## src/rtl/fft_readout_if.sv

```systemverilog
// Output stream bundle for fft_readout: one magnitude beat per bin with a
// valid/ready handshake. The master drives the beat, the slave drives ready.
interface fft_readout_if #(
  parameter int BIT_WIDTH = 16,
  parameter int N         = 9
);
  logic                   valid;
  logic                   ready;
  logic [2*BIT_WIDTH-1:0] mag;
  logic [N-2:0]           bin;
  logic                   last;

  modport master (output valid, output mag, output bin, output last, input ready);
  modport slave  (input valid, input mag, input bin, input last, output ready);
endinterface

```

## src/rtl/fft_readout.sv

```systemverilog
// fft_readout: on a rising edge of fft_done, walks the lower half of the FFT
// result memory, squares each {re, im} sample into a magnitude, streams the
// magnitudes out through a small credit-controlled FIFO and reports the
// largest non-DC bin of the frame.
module fft_readout #(
  parameter int BIT_WIDTH  = 16,
  parameter int N          = 9,
  parameter int FIFO_DEPTH = 4
) (
  input  logic                   clk,
  input  logic                   reset,
  input  logic                   fft_done_i,
  output logic [N-1:0]           rd_addr_o,
  output logic                   rd_active_o,
  input  logic [2*BIT_WIDTH-1:0] fft_dout_i,
  fft_readout_if.master          out_if,
  output logic [N-2:0]           peak_bin_o,
  output logic [2*BIT_WIDTH-1:0] peak_mag_o,
  output logic                   frame_done_o,
  output logic                   overrun_o
);

  localparam int BW2 = 2 * BIT_WIDTH;
  localparam int PW  = $clog2(FIFO_DEPTH);
  localparam int CW  = PW + 1;
  localparam logic [N-2:0] LAST_BIN = {(N-1){1'b1}};

  typedef enum logic [1:0] {IDLE, READ, DRAIN, DONE} state_t;

  state_t         state_q;
  logic           done_q;
  logic [N-2:0]   addr_q;
  logic           v0_q, v1_q;
  logic [N-2:0]   bin0_q, bin1_q;
  logic [BW2-1:0] mag1_q;
  logic [PW-1:0]  wr_ptr_q, rd_ptr_q;
  logic [CW-1:0]  count_q;
  logic [N-2:0]   run_bin_q, peak_bin_q;
  logic [BW2-1:0] run_mag_q, peak_mag_q;
  logic           frame_done_q, overrun_q;

  // FIFO storage: {bin, mag}; contents are only visible while count_q != 0
  logic [N-2+BW2:0] mem [FIFO_DEPTH];

  logic                        rise;
  logic [CW:0]                 credit_used;
  logic                        issue;
  logic                        pop;
  logic                        pop_last;
  logic [N-2+BW2:0]            head_w;
  logic [N-2:0]                head_bin;
  logic signed [BIT_WIDTH-1:0] re_s, im_s;
  logic signed [BW2-1:0]       re_w, im_w, re_sq, im_sq;
  logic [BW2-1:0]              mag_d;

  assign rise = fft_done_i & ~done_q;

  // Everything already committed to the FIFO or still in the read/square
  // pipeline consumes a credit, so an issued address always has a slot.
  assign credit_used = {1'b0, count_q} + (CW+1)'(v0_q) + (CW+1)'(v1_q);
  assign issue       = (state_q == READ) && (credit_used < (CW+1)'(FIFO_DEPTH));

  assign head_w   = mem[rd_ptr_q];
  assign head_bin = head_w[BW2 +: N-1];
  assign pop      = out_if.valid & out_if.ready;
  assign pop_last = pop && (head_bin == LAST_BIN);

  assign out_if.valid = (count_q != '0);
  assign out_if.bin   = out_if.valid ? head_bin : '0;
  assign out_if.mag   = out_if.valid ? head_w[BW2-1:0] : '0;
  assign out_if.last  = out_if.valid && (head_bin == LAST_BIN);

  // Squares are formed at full width from sign-extended parts; the sum peaks
  // at 2^(2*BIT_WIDTH-1) for (-max, -max), which still fits unsigned.
  assign re_s  = fft_dout_i[BW2-1:BIT_WIDTH];
  assign im_s  = fft_dout_i[BIT_WIDTH-1:0];
  assign re_w  = BW2'(re_s);
  assign im_w  = BW2'(im_s);
  assign re_sq = re_w * re_w;
  assign im_sq = im_w * im_w;
  assign mag_d = $unsigned(re_sq) + $unsigned(im_sq);

  assign rd_addr_o    = {1'b0, addr_q};
  assign rd_active_o  = (state_q == READ) || (state_q == DRAIN);
  assign peak_bin_o   = peak_bin_q;
  assign peak_mag_o   = peak_mag_q;
  assign frame_done_o = frame_done_q;
  assign overrun_o    = overrun_q;

  // Frame control FSM: edge detect, address walk, running peak and results
  always_ff @(posedge clk or negedge reset) begin
    if (!reset) begin
      state_q      <= IDLE;
      done_q       <= 1'b0;
      addr_q       <= '0;
      run_bin_q    <= '0;
      run_mag_q    <= '0;
      peak_bin_q   <= '0;
      peak_mag_q   <= '0;
      frame_done_q <= 1'b0;
      overrun_q    <= 1'b0;
    end else begin
      done_q       <= fft_done_i;
      frame_done_q <= 1'b0;
      if (rise && (state_q != IDLE)) overrun_q <= 1'b1;
      // bins enter the FIFO in order, so strict '>' keeps the lower bin on ties
      if (v1_q && (bin1_q != '0) && (mag1_q > run_mag_q)) begin
        run_bin_q <= bin1_q;
        run_mag_q <= mag1_q;
      end
      case (state_q)
        IDLE: begin
          if (rise) begin
            state_q   <= READ;
            addr_q    <= '0;
            run_bin_q <= '0;
            run_mag_q <= '0;
          end
        end
        READ: begin
          if (issue) begin
            if (addr_q == LAST_BIN) state_q <= DRAIN;
            else                    addr_q  <= addr_q + 1'b1;
          end
        end
        DRAIN: begin
          // the last bin is the final beat, so its acceptance implies an
          // empty FIFO and an empty pipeline
          if (pop_last) begin
            state_q      <= DONE;
            frame_done_q <= 1'b1;
            peak_bin_q   <= run_bin_q;
            peak_mag_q   <= run_mag_q;
          end
        end
        default: begin
          state_q <= IDLE;
          addr_q  <= '0;
        end
      endcase
    end
  end

  // Read-latency pipeline, squaring stage and FIFO pointers/occupancy
  always_ff @(posedge clk or negedge reset) begin
    if (!reset) begin
      v0_q     <= 1'b0;
      v1_q     <= 1'b0;
      bin0_q   <= '0;
      bin1_q   <= '0;
      mag1_q   <= '0;
      wr_ptr_q <= '0;
      rd_ptr_q <= '0;
      count_q  <= '0;
    end else begin
      v0_q   <= issue;
      bin0_q <= addr_q;
      v1_q   <= v0_q;
      bin1_q <= bin0_q;
      if (v0_q) mag1_q <= mag_d;
      if (v1_q) wr_ptr_q <= wr_ptr_q + 1'b1;
      if (pop)  rd_ptr_q <= rd_ptr_q + 1'b1;
      if (v1_q && !pop)      count_q <= count_q + 1'b1;
      else if (!v1_q && pop) count_q <= count_q - 1'b1;
    end
  end

  // FIFO storage write; reads are gated by occupancy so no reset is needed
  always_ff @(posedge clk) begin
    if (v1_q) mem[wr_ptr_q] <= {bin1_q, mag1_q};
  end

endmodule

```

## src/flat_wrapper.sv

```systemverilog
// flat-port wrapper written by rule: the top's interface ports become plain ports
module fft_readout_flat 
#(
  parameter int BIT_WIDTH  = 16,
  parameter int N          = 9,
  parameter int FIFO_DEPTH = 4
)
  (clk, reset, fft_done_i, rd_addr_o, rd_active_o, fft_dout_i, peak_bin_o, peak_mag_o, frame_done_o, overrun_o, out_if_valid, out_if_mag, out_if_bin, out_if_last, out_if_ready);
  fft_readout_if #(.BIT_WIDTH(BIT_WIDTH), .N(N)) out_if_i ();
  input  logic clk;
  input  logic reset;
  input  logic fft_done_i;
  output logic [N-1:0] rd_addr_o;
  output logic rd_active_o;
  input  logic [2*BIT_WIDTH-1:0] fft_dout_i;
  output logic [N-2:0] peak_bin_o;
  output logic [2*BIT_WIDTH-1:0] peak_mag_o;
  output logic frame_done_o;
  output logic overrun_o;
  output wire logic [$bits(out_if_i.valid)-1:0] out_if_valid;
  output wire logic [$bits(out_if_i.mag)-1:0] out_if_mag;
  output wire logic [$bits(out_if_i.bin)-1:0] out_if_bin;
  output wire logic [$bits(out_if_i.last)-1:0] out_if_last;
  input wire logic [$bits(out_if_i.ready)-1:0] out_if_ready;
  assign out_if_valid = out_if_i.valid;
  assign out_if_mag = out_if_i.mag;
  assign out_if_bin = out_if_i.bin;
  assign out_if_last = out_if_i.last;
  assign out_if_i.ready = out_if_ready;
  fft_readout #(.BIT_WIDTH(BIT_WIDTH), .N(N), .FIFO_DEPTH(FIFO_DEPTH)) u_core (.clk(clk), .reset(reset), .fft_done_i(fft_done_i), .rd_addr_o(rd_addr_o), .rd_active_o(rd_active_o), .fft_dout_i(fft_dout_i), .out_if(out_if_i), .peak_bin_o(peak_bin_o), .peak_mag_o(peak_mag_o), .frame_done_o(frame_done_o), .overrun_o(overrun_o));
endmodule
```

## config.mk

```make
export PLATFORM = sky130hd
export DESIGN_NAME = fft_readout_flat
export DESIGN_NICKNAME = d
export VERILOG_FILES = /design/src/rtl/fft_readout_if.sv /design/src/rtl/fft_readout.sv /design/src/flat_wrapper.sv
export SDC_FILE = /design/constraint.sdc
export NUM_CORES = 2
export LEC_CHECK = 0
export ABC_AREA = 1
export CORE_MARGIN = 3
export CORE_UTILIZATION = 57
export DETAILED_ROUTE_END_ITERATION = 6
export GPL_TIMING_DRIVEN = 0
export PLACE_DENSITY = 0.79
export SYNTH_ARGS = -nofsm -noshare
export SYNTH_HDL_FRONTEND = slang
export SYNTH_SLANG_ARGS = --single-unit
export TNS_END_PERCENT = 1
```

## constraint.sdc

```tcl
create_clock -name clk -period 1.85 [get_ports clk]
set_input_delay 0.37 -clock clk [delete_from_list [all_inputs] [get_ports clk]]
set_output_delay 0.37 -clock clk [all_outputs]
set_load 0.01 [all_outputs]
```

After elaboration in Yosys (flattened, before gate mapping)
Memories as Yosys holds them, arrays and structs flattened.
Cells that the tools add are included.
{ "word_totals": {"output_inout_bits": 94, "ram_bits": 160, "memories": 1, "elab_cells": 85, "register_bits": 150} }
{ "op_classes": {"multipliers": 2, "eq_ne": 9, "add_sub_neg": 8, "n_reduce_logical": 19, "mux": 23, "n_lt_le_gt_ge": 2, "n_bitwise": 4} }
{ "mem_list": {"columns": ["name", "words", "width", "rd", "rd_clocked_by_memory_dff", "wr", "line", "source"], "rows": [
  ["u_core.mem", 4, 40, 1, 0, 1, "fft_readout.sv:43", "logic [N-2+BW2:0] mem [FIFO_DEPTH];"]
]} }
{ "op_table": {"columns": ["op", "n"], "rows": [
  ["$mux 32", 4],
  ["$mul 16x16->32", 2],
  ["$mux 8", 7],
  ["$add 32x32->32", 1],
  ["$gt 32x32->1", 1],
  ["$pmux 8 s3", 1],
  ["$eq 8x8->1 const B", 2],
  ["$add 8x1->8 const B", 1],
  ["$logic_and 1x1->1", 8],
  ["$mux 2", 4],
  ["$reduce_and 4->1", 2],
  ["$reduce_bool 8->1", 1],
  ["$mux 3", 2],
  ["$ne 2x1->1 const B", 3],
  ["$pmux 2 s3", 1],
  ["$add 2x1->2 const B", 2],
  ["$add 3x1->4", 1],
  ["$add 4x1->4", 1],
  ["$lt 4x3->1 const B", 1],
  ["$mux 1", 4],
  ["$ne 2x2->1 const B", 2],
  ["$reduce_bool 2->1", 2],
  ["$add 3x1->3 const B", 1],
  ["$reduce_bool 3->1", 1],
  ["other kinds (9)", 12]
]} }

Depth between registers and ports, before layout
{ "depth": {"word_depth": 6, "mapped_depth": 34} }

Least setup slack after synthesis
OpenSTA, ideal clock, no wires.
{ "synth_path": {"path_type": "input-to-reg", "startpoint": "input port fft_dout_i[3]", "endpoint": "register u_core.mag1_q[27]", "required_time_ps": 1768, "n_path_buf": 2, "slack_ps": -4997, "t_arrival_ps": 6765, "setup_ps": 82, "path_stages": 26, "path_cell_list": "clkbuf_1 -> clkbuf_1 -> nand2_1 -> fa_1 -> inv_1 -> fa_1 -> inv_1 -> fa_1 -> inv_1 -> fa_1 -> fa_1 -> fa_1 -> fa_1 -> inv_1 -> fa_1 -> inv_1 -> ha_1 -> nand2_1 -> nor2_1 -> inv_1 -> nor3_1 -> nand3_1 -> or2_2 -> nand3_1 -> nand2_1 -> a31oi_1"} }
{ "synth_between": {"elab_chain_cells": 2} }
{ "synth_lines": {"columns": ["element", "line", "source"], "rows": [
  ["from (decl)", "flat_wrapper.sv:15", "input logic [2*BIT_WIDTH-1:0] fft_dout_i;"],
  ["$mul 16x16->32", "fft_readout.sv:80", "assign im_sq = im_w * im_w;"],
  ["$add 32x32->32", "fft_readout.sv:81", "assign mag_d = $unsigned(re_sq) + $unsigned(im_sq);"],
  ["to (signal assigned)", "fft_readout.sv:160", "if (v0_q) mag1_q <= mag_d;"],
  ["to (decl)", "fft_readout.sv:35", "logic [BW2-1:0] mag1_q;"]
]} }
No other way between the ends.
A chain may end at the register's enable or synchronous reset.

Final worst setup path
{ "layout_path": {"startpoint": "input port fft_dout_i[20]", "endpoint": "register u_core.mag1_q[31]"} }
{ "layout_between": {"elab_chain_cells": 2} }
{ "layout_lines": {"columns": ["element", "line", "source"], "rows": [
  ["$mul 16x16->32", "fft_readout.sv:79", "assign re_sq = re_w * re_w;"],
  ["$add 32x32->32", "fft_readout.sv:81", null]
]} }
No other way between the ends.

==> impl_table.tex <==
\begin{tabular}{lr}
\hline
Metric & Value \\
\hline
\multicolumn{2}{l}{\textbf{Placement}} \\
\quad \# port buffers & 115 \\
\quad Final weighted congestion of routability-driven global placement & 0.988 \\
\quad Cell area after placement & 33400 um2 \\
\quad Worst slack at placement & -6.52 ns \\
\quad Detailed placer's ending HPWL & 61100 um \\
\multicolumn{2}{l}{\textbf{Clock tree}} \\
\quad Number of buffers created by CTS & 25 \\
\quad H-tree depth reported by CTS & 1 \\
\quad CTS Buffer Depth & 3 \\
\quad Insertion delay to the later sink of the worst-skew pair & roughly 0.53 ns \\
\quad Clock tree from TritonCTS & yes \\
\quad Clock root buffer & sky130\_fd\_sc\_hd\_\_clkbuf\_16 \\
\quad Post-CTS clock slew at the launch and capture registers of the worst setup and hold paths & 0.07 ns \\
\quad Clock sink count & 310 \\
\multicolumn{2}{l}{\textbf{Routing}} \\
\quad 1st-iter DRT viols & 1808 \\
\quad DR pass1 iterations & 7 \\
\quad Detail Route Antenna Nets & 0 \\
\quad Post-detailed-route via-to-cell ratio & 5.32 \\
\quad Detail-routed net length per standard cell & 17.8 um \\
\quad Final WL & 76500 um \\
\quad \# DRC & 0 \\
\quad Via count & between 20000 and 25000 \\
\multicolumn{2}{l}{\textbf{Logic synthesis}} \\
\quad Flop and latch count out of synthesis & 310 \\
\quad Number of library cell types mapped by synthesis & 46 \\
\quad Largest cells by area after synthesis & sky130\_fd\_sc\_hd\_\_fa\_1 (33\%), sky130\_fd\_sc\_hd\_\_edfxtp\_1 (15\%), sky130\_fd\_sc\_hd\_\_dfrtp\_1 (12\%), sky130\_fd\_sc\_hd\_\_inv\_1 (11\%), sky130\_fd\_sc\_hd\_\_ha\_1 (7.7\%) \\
\quad Share of flip-flops with an asynchronous set or reset after synthesis & 0.484 \\
\quad Yosys top cell by area & sky130\_fd\_sc\_hd\_\_fa\_1 \\
\quad Mean cell area of the mapped netlist & 9.24 um2 \\
\quad Number of enable-type register cells in the synthesized netlist & 160 \\
\quad Mapped cell area & 31200 um2 \\
\quad Prevailing post-synth register cell & sky130\_fd\_sc\_hd\_\_edfxtp\_1 \\
\quad Share of Yosys cell area claimed by the top area cell type & 0.334 \\
\quad Portion of the post-synthesis area used by sequential elements & 0.274 \\
\quad Post-synthesis instance total & 3378 \\
\quad Warning count from the yosys run & 0 \\
\multicolumn{2}{l}{\textbf{STA}} \\
\quad Shortest period the worst path allows & 6.49 ns \\
\quad Hold Fails Final Rpt & 0 \\
\quad Fmax & $\sim$150 MHz \\
\quad Setup Total Neg Slack & -176.89 ns \\
\quad Endpoints failing setup & 158 \\
\quad Unrepaired setup endpoints after global routing & true \\
\quad Final period utilization & 3.51 \\
\quad Transition time at the pin with the least slew margin & 0.679 ns \\
\quad Slew Limit Headroom & 0.547 \\
\quad Fin worst setup slack & -4.64 ns \\
\quad Worst-case clock skew & $\sim$0.011 ns \\
\quad Post-Route Hold Slack & 0.318 ns \\
\quad Max-slew violation count & 0 \\
\multicolumn{2}{l}{\textbf{Critical path}} \\
\quad Data arrival time of the worst path & slightly below 7 ns \\
\quad Cell type of the slowest stage on the worst timing path & sky130\_fd\_sc\_hd\_\_fa\_2 \\
\quad Kind of launch point of the worst setup path & input pin \\
\quad Kind of capture point of the worst setup path & flip-flop \\
\quad Highest net fanout along the worst path & 5 \\
\quad Worst Setup Path Type & input pin to flip-flop \\
\quad Cell type with the highest occurrence count on the critical path & sky130\_fd\_sc\_hd\_\_fa\_1 \\
\quad Req. time, crit path & 2.27 ns \\
\quad Max incr delay on CP & 0.63 ns \\
\multicolumn{2}{l}{\textbf{GRT}} \\
\quad Largest net degree at the start of global routing & 82 \\
\quad Global-route wire length before repair & 124000 um \\
\quad Total grt overflow & 0 \\
\quad Antenna violations before repair & 3 \\
\quad Number of global-route vias before repair & 24300 \\
\quad Aggregate global-route resource usage & 0.273 \\
\multicolumn{2}{l}{\textbf{Layout}} \\
\quad Number of nets in the layout & 4325 \\
\quad Final non-filler cell area & 36000 um2 \\
\quad Synth-to-layout area growth & 15.2\% \\
\quad Number of diodes & 0 \\
\quad Fraction of layout instances using a drive strength above 1 & 0.127 \\
\quad Count of filler cells inserted in the layout & 4057 \\
\quad Area occupied by multi-input gates & 19700 um2 \\
\quad Seq. cell area & between 8000 and 9000 um2 \\
\multicolumn{2}{l}{\textbf{Die}} \\
\quad Die outline width & 240 um \\
\quad Floorplan row count & 85 \\
\quad Boundary Pins & 130 \\
\quad Area of the die & between 50000 and 60000 um2 \\
\quad Die Y-Extent & 240 um \\
\quad Starting density of the core & 0.578 \\
\quad Core outline area & 54000 um2 \\
\multicolumn{2}{l}{\textbf{Run status}} \\
\quad Run status & finished, violations left \\
\quad Violations in the final reports & negative setup slack \\
\multicolumn{2}{l}{\textbf{Run}} \\
\quad MaxCap Viol Count & 0 \\
\multicolumn{2}{l}{\textbf{Worst hold path}} \\
\quad Worst hold-check path type & input pin to flip-flop \\
\hline
\end{tabular}
through the flow:
| step | instances | util |
|---|---|---|
| after CTS | 4290 | 0.662 |
| after global placement | 4190 | 0.617 |
| after global routing | 4290 | 0.665 |
| after detailed placement | 4195 | 0.619 |
| after floorplan | 3379 | - |
| final | 4290 | 0.665 |
state kept, by name, summed over array words and instances (netlist names), 32 cells and up:
signal,cells
u_core.mem,160
u_core.mag1_q,32
u_core.peak_mag_o,32
u_core.run_mag_q,32
cells in the mapped netlist (3+ instances only):
master	n
sky130_fd_sc_hd__a21boi_0	3
sky130_fd_sc_hd__a21o_1	4
sky130_fd_sc_hd__a21oi_1	133
sky130_fd_sc_hd__a31oi_1	6
sky130_fd_sc_hd__a32oi_1	3
sky130_fd_sc_hd__buf_1	6
sky130_fd_sc_hd__buf_6	12
sky130_fd_sc_hd__clkbuf_1	101
sky130_fd_sc_hd__dfrtp_1	150
sky130_fd_sc_hd__edfxtp_1	160
sky130_fd_sc_hd__fa_1	521
sky130_fd_sc_hd__ha_1	192
sky130_fd_sc_hd__inv_1	878
sky130_fd_sc_hd__nand2_1	628
sky130_fd_sc_hd__nand3_1	45
sky130_fd_sc_hd__nand3b_1	3
sky130_fd_sc_hd__nand4_1	15
sky130_fd_sc_hd__nor2_1	269
sky130_fd_sc_hd__nor3_1	11
sky130_fd_sc_hd__nor4_1	4
sky130_fd_sc_hd__o21a_1	3
sky130_fd_sc_hd__o21ai_0	153
sky130_fd_sc_hd__o21bai_1	9
sky130_fd_sc_hd__or2_2	18
sky130_fd_sc_hd__xnor2_1	12
sky130_fd_sc_hd__xor2_1	16
kinds of logic (layout without fill, tap and decap cells):
family / after synthesis / in the layout / share of synthesized area
buf+inv: 1003 / 1218 / 0.124
simple gates: 1000 / 1000 / 0.127
fa+ha+maj: 713 / 713 / 0.411
other cells: 1 / 2 / 0.000120
compound gates: 323 / 323 / 0.0554
xor+xnor: 28 / 28 / 0.00786
flops: 310 / 310 / 0.274
layout by cell type, fill, tap and decap left out, types with 22 or more instances in the layout:
cell,n
sky130_fd_sc_hd__inv_2,25
sky130_fd_sc_hd__buf_2,37
sky130_fd_sc_hd__inv_1,848
sky130_fd_sc_hd__o21ai_0,127
sky130_fd_sc_hd__fa_1,503
sky130_fd_sc_hd__nand2_1,599
sky130_fd_sc_hd__edfxtp_1,160
sky130_fd_sc_hd__clkbuf_2,24
sky130_fd_sc_hd__ha_1,164
sky130_fd_sc_hd__clkbuf_1,22
sky130_fd_sc_hd__a21oi_2,22
sky130_fd_sc_hd__nor2_1,253
sky130_fd_sc_hd__ha_4,27
sky130_fd_sc_hd__buf_4,52
sky130_fd_sc_hd__dfrtp_1,141
sky130_fd_sc_hd__a21oi_1,108
sky130_fd_sc_hd__clkbuf_8,35
sky130_fd_sc_hd__nand3_1,41
sky130_fd_sc_hd__clkbuf_16,32
sky130_fd_sc_hd__clkdlybuf4s50_1,37
final timing paths:
check                             startpoint              endpoint  slack, ns  depth (start not counted)
min                               fft_done_i         u_core.done_q       0.32                          1
max in group asynchronous              reset     u_core.count_q[1]       0.58                          3
max reg2reg                u_core.mag1_q[31]  u_core.run_mag_q[29]      -0.55                         11
min in group asynchronous              reset   u_core.run_mag_q[6]       0.44                          2
min reg2reg                 u_core.bin0_q[4]      u_core.bin1_q[4]       0.35                          0
max                           fft_dout_i[20]     u_core.mag1_q[31]      -4.64                         30
area by class of cell:
type,count,share of cell area
plain buffers,121,0.0343
clock buffers,33,0.0191
clock inverters,12,0.00226
inverters,882,0.0932
multi-input cells,2066,0.547
flip-flops and latches,310,0.238
well taps,696,0.0242
repair buffers,170,0.0412
critical path: cells and delay by family:
family,cells,cell delay [ns]
buffers and inverters,12,1.11
AND/OR/NAND/NOR,9,0.91
adder cells (fa/ha/maj),9,4.51
per-layer routing:
metal  up-vias  track usage  routed length, um
met5         -            0                 34
met2       972        0.475              37900
li1      10400            -                  -
met1     11200        0.349              29600
met3       240       0.0302               5080
met4         4        0.118               3810
timing repair:
action                                 in CTS  in global routing
pin swaps                                  96                 27
endpoints found under the hold margin      69                  0
gates resized for setup                   557                119
setup endpoints to repair                 183                167
buffers inserted                           49                  0
hold buffers                                1                  0
Power is left out: the tool's default activity adds up to more than one toggle a clock period on the data nets, which glitch-free logic cannot reach.
